===== src/rtl/tt_um_carlosgs99_prod_accum.sv =====
// ============================================================================
// Module   : tt_um_carlosgs99_prod_accum
// Brief    : Block accumulator for the multiplier product stream (MAC back end).
//            Optional macro ACC_SAT_EN: saturate the sum at 2^AW-1 on overflow.
// Revision : 1.0 - initial release
// ============================================================================
`default_nettype none

module tt_um_carlosgs99_prod_accum #(
  parameter int PW = 8,
  parameter int AW = 12,
  parameter int LW = 4
) (
  input  logic          io_clk,
  input  logic          io_rst_n,
  input  logic          io_start,
  input  logic [LW-1:0] io_len,
  input  logic          io_p_valid,
  output logic          io_p_ready,
  input  logic [PW-1:0] io_product,
  output logic [AW-1:0] io_sum,
  output logic          io_sum_valid,
  input  logic          io_sum_ready,
  output logic          io_busy,
  output logic          io_ovf
);

  typedef enum logic [1:0] {
    S_IDLE = 2'd0,
    S_ACC  = 2'd1,
    S_OUT  = 2'd2
  } state_t;

  // A zero length field encodes the longest block, 2^LW products.
  localparam logic [LW:0] c_full_len = {1'b1, {LW{1'b0}}};
  localparam logic [LW:0] c_one      = {{LW{1'b0}}, 1'b1};

  state_t        r_state;
  logic [AW-1:0] r_acc;
  logic [LW:0]   r_cnt;

  logic          w_xfer;
  logic [AW:0]   w_add;
  logic          w_carry;
  logic [AW-1:0] w_acc_nxt;

  assign w_xfer  = io_p_valid & io_p_ready;
  assign w_add   = {1'b0, r_acc} + {{(AW + 1 - PW){1'b0}}, io_product};
  assign w_carry = w_add[AW];

`ifdef ACC_SAT_EN
  // Once pinned at full scale, any non-zero product carries again and stays clamped.
  assign w_acc_nxt = w_carry ? {AW{1'b1}} : w_add[AW-1:0];
`else
  assign w_acc_nxt = w_add[AW-1:0];
`endif

  always_ff @(posedge io_clk or negedge io_rst_n) begin
    if (!io_rst_n) begin
      r_state      <= S_IDLE;
      r_acc        <= '0;
      r_cnt        <= '0;
      io_sum       <= '0;
      io_sum_valid <= 1'b0;
      io_p_ready   <= 1'b0;
      io_busy      <= 1'b0;
      io_ovf       <= 1'b0;
    end else begin
      case (r_state)
        S_IDLE: begin
          if (io_start) begin
            r_cnt      <= (io_len == '0) ? c_full_len : {1'b0, io_len};
            r_acc      <= '0;
            io_ovf     <= 1'b0;
            io_p_ready <= 1'b1;
            io_busy    <= 1'b1;
            r_state    <= S_ACC;
          end
        end
        S_ACC: begin
          if (w_xfer) begin
            r_acc <= w_acc_nxt;
            r_cnt <= r_cnt - c_one;
            if (w_carry) begin
              io_ovf <= 1'b1;
            end
            // Last product of the block: publish the same add result directly.
            if (r_cnt == c_one) begin
              io_sum       <= w_acc_nxt;
              io_sum_valid <= 1'b1;
              io_p_ready   <= 1'b0;
              r_state      <= S_OUT;
            end
          end
        end
        S_OUT: begin
          if (io_sum_ready) begin
            io_sum_valid <= 1'b0;
            io_busy      <= 1'b0;
            r_state      <= S_IDLE;
          end
        end
        default: begin
          r_state <= S_IDLE;
        end
      endcase
    end
  end

endmodule

`default_nettype wire

===== config.mk =====
export PLATFORM = sky130hd
export DESIGN_NAME = tt_um_carlosgs99_prod_accum
export DESIGN_NICKNAME = d
export VERILOG_FILES = /design/src/rtl/tt_um_carlosgs99_prod_accum.sv
export SDC_FILE = /design/constraint.sdc
export NUM_CORES = 1
export LEC_CHECK = 0
export ABC_AREA = 1
export CAP_MARGIN = 20
export CORE_ASPECT_RATIO = 1.2
export CORE_UTILIZATION = 40
export DETAILED_ROUTE_END_ITERATION = 12
export GPL_TIMING_DRIVEN = 0
export SYNTH_ARGS = -nofsm -noshare
export SYNTH_HDL_FRONTEND = slang
export SYNTH_SLANG_ARGS = --single-unit

===== constraint.sdc =====
create_clock -name io_clk -period 4.4 [get_ports io_clk]
set_input_delay 0.44 -clock io_clk [delete_from_list [all_inputs] [get_ports io_clk]]
set_output_delay 0.44 -clock io_clk [all_outputs]
set_load 0.05 [all_outputs]

==> run metrics <==
status=finished clean; Core Box Area=0.00497 mm²; Die Y-Extent=80.9 µm; Power Density=549 mW/mm²; crit path launch type=primary input; I/O pins=33; net count after synthesis=293; gr ovfl total=0; worst r2r path cells=9; global-route wire length before repair=7520 µm; Total Die Area=between 0.005 and 0.006 mm²; ANT cells=0; Hold Slack=0.226 ns; dpl hpwl=3280 µm; Starting DRT DRC Count=103; clock-pin transition on the worst setup and hold timing paths=0.08 ns; CTS Buf Count=5; Slew @ Worst Pin=0.777 ns; Avg Cell Area, Syn=7.84 µm²; ys async rst share=100%; Syn Inst Count=265; drt pass-1 iters=4; worst clock skew=0.0107 ns; Max FO, Critical Path=4; final core occ=51.6%; cell count after placement=357; crit-path most repeated cell=nand2_1; final WL=4360 µm; Post-Synth Adder-Cell Area=6.99%; vias in the first global route=1,734; drt wl/cell=about 12 µm; unrepaired setup endpoints after global routing=false; largest net degree at the start of global routing=36; hold buffers post-CTS=0; post-synthesis xor/xnor area fraction=approximately 2.5%; arrival time worst endpoint=2.33 ns; maxcap violations=0; fmax=472 MHz; post-route ant nets=0; ranking of synthesized cells by area=dfrtp_1 42%, nand2_1 17%, ha_1 6.0%; Crit path largest cell delay=~0.42 ns; Slew Viols, Final=0; latest clock arrival within the worst-skew pair=0.29 ns; crit path buf inv count=1; GRT Total Usage=18.2%; row cnt=28; post-synthesis sequential area ratio=42.2%; Post-synth EDFFs=0; Post-CTS Setup Inserts=0; Power Total=0.00141 W; Die Wd=67.8 µm; CP max stage cell=fa_1; Worst R2R Setup Slack=roughly 2.5 ns; Initial Util=about two fifths; initial antenna violation count=0; period utilisation layout=48.2%; post-synthesis simple-gate area fraction=29.4%; maximum clock path buffer count=2; vias per std cell=4.95; worst hold path type=primary input to async pin; Reg2Reg Capture Point=r_acc[8]$_DFFE_PN0P_; I/O Buffers=32; Yosys top cell by area=dfrtp_1; CTS tree=built; Critical Path RT=between 4 and 5 ns; RD Place Congestion=0.877; Synth Register Bits=35; synthesized area=just over 0.002 mm²; Reg-to-Reg Start=r_acc[0]$_DFFE_PN0P_; largest family of logic cells by synthesized area=simple AND/OR/NAND/NOR gates; final hold viol count=0; final setup violation count=0; crit-path cells=clkdlybuf4s50_1 -> ha_1 -> fa_1 -> nand3_1 -> nand3_1 -> a21oi_1 -> nand2_1 -> nand2_1 -> nand2_1 -> o21ai_1; CTS root buf=clkbuf_8; Rel. slew slack=48.2%; Area growth, synth to finish=23.6%; fin cells=365; mux cell area share after synthesis=0%; Final #Nets=332; drt drc=0; Compound-Gate Fraction of Synth Area=10.8%; synth unique cells=27; post-synth top area share=42.2%; fraction of layout cells with a size suffix above 1=9.18%; post-CTS sizing=0; via count=1,806; LEAKAGE=1.30 nW; CP delay by family, top=adder cells; Syn. warnings=0; CTS H-tree depth=2; worst vdd ir=between 200 and 250 µV; Fin Setup TNS=0 ns; CP endpoint kind=flip-flop; clk sink count=35; Worst Setup Path Type=primary input to flip-flop; Post-synth top flop=dfrtp_1; crit path time final=2.12 ns
-- Yosys cell counts, drive strengths merged (2+ instances only) --
library cell	n
o21ai	25
nand2	98
inv	32
ha	10
a21oi	5
nand3	21
buf	5
nand3b	2
o211ai	2
nor3	3
xnor2	5
dfrtp	35
nor2	12
nand4	3
-- registers in the layout, summed over array words and instances, names as in the netlist --
| name | count |
|---|---|
| io_ovf | 1 |
| r_cnt | 5 |
| io_sum | 12 |
| r_state | 2 |
| io_busy | 1 |
| io_sum_valid | 1 |
| r_acc | 12 |
| io_p_ready | 1 |
-- worst reg2reg max path, cell delays in order, from the launching register on --
cell and delay [ns]:
dfrtp_1 0.39, ha_1 0.23, fa_1 0.42, nand3_1 0.15, nand3_1 0.18, a21oi_1 0.22, nand2_1 0.07, nand2_1 0.08
nand2_1 0.05, o21ai_1 0.07
-- final cells by class --
cell class                 instances  area [µm²]
multi-input combinational        193        1030
fill                             500        2410
clock buffer                       8         100
sequential                        35         876
inverter                          32         120
timing repair buffer              32         315
buffer                             5        48.8
tap                               60        75.1
-- logic make-up (layout without fill, tap and decap cells) --
family | after synthesis | in the layout
AND/OR/NAND/NOR | 140 | 140
flip-flops | 35 | 35
adder cells (fa/ha/maj) | 11 | 11
buffers and inverters | 37 | 77
XOR/XNOR | 6 | 6
AO/OA/AOI/OAI | 36 | 36
-- through the flow --
step / setup slack [ns] / area (µm²)
4_1_cts: 2.26 / 2570
2_1_floorplan: 2.61 / 2080
3_3_place_gp: 1.98 / 2470
3_5_place_dp: 1.96 / 2470
5_1_grt: 2.17 / 2570
6_report: 2.28 / 2570
-- how the worst max path moves through the flow --
stage,from,end,slack [ns],depth (start not counted)
global placement,io_product[0],io_sum[10]$_DFFE_PN0P_,1.98,9
global route,io_product[0],r_acc[8]$_DFFE_PN0P_,2.17,11
CTS,io_product[0],r_acc[8]$_DFFE_PN0P_,2.26,10
finish,io_product[0],r_acc[8]$_DFFE_PN0P_,2.28,10
floorplan,io_product[0],r_acc[8]$_DFFE_PN0P_,2.61,9
detailed placement,io_product[0],r_acc[8]$_DFFE_PN0P_,1.96,10
-- routing by layer --
| metal | track usage (%) | part of all wire (%) | up-vias |
|---|---|---|---|
| met5 | 0 | 0 | - |
| li1 | - | - | 933 |
| met2 | 31.5 | 48 | 37 |
| met3 | 3.79 | 4.1 | 6 |
| met1 | 22.1 | 46 | 830 |
| met4 | 5.63 | 1.3 | 0 |
-- power by group --
group,switching (W),total [W],internal [W]
logic,0.000415,0.000666,0.000251
registers,0.0000708,0.000484,0.000413
clock network,0.000117,0.000260,0.000143
total,0.000603,0.00141,0.000807
-- placed cells by master (no fill, tap or decap) --
cell,n
clkdlybuf4s50_1,31
nand3_1,21
buf_6,3
o21ai_2,6
dfrtp_1,35
a32oi_2,1
a31oi_1,1
buf_4,2
clkbuf_1,1
buf_2,1
nand2_4,3
o22ai_1,1
xor2_1,1
nor2_4,2
nand3b_1,2
o21ai_0,15
ha_1,10
a21oi_1,5
o211ai_1,2
nor3_1,3
and3_1,1
inv_2,3
a22oi_1,1
nor2_1,10
nand2_1,95
fa_1,1
xnor2_1,5
nand4_1,3
clkbuf_8,7
inv_1,29
o21ai_1,4
(Power assumes the default switching activity.)
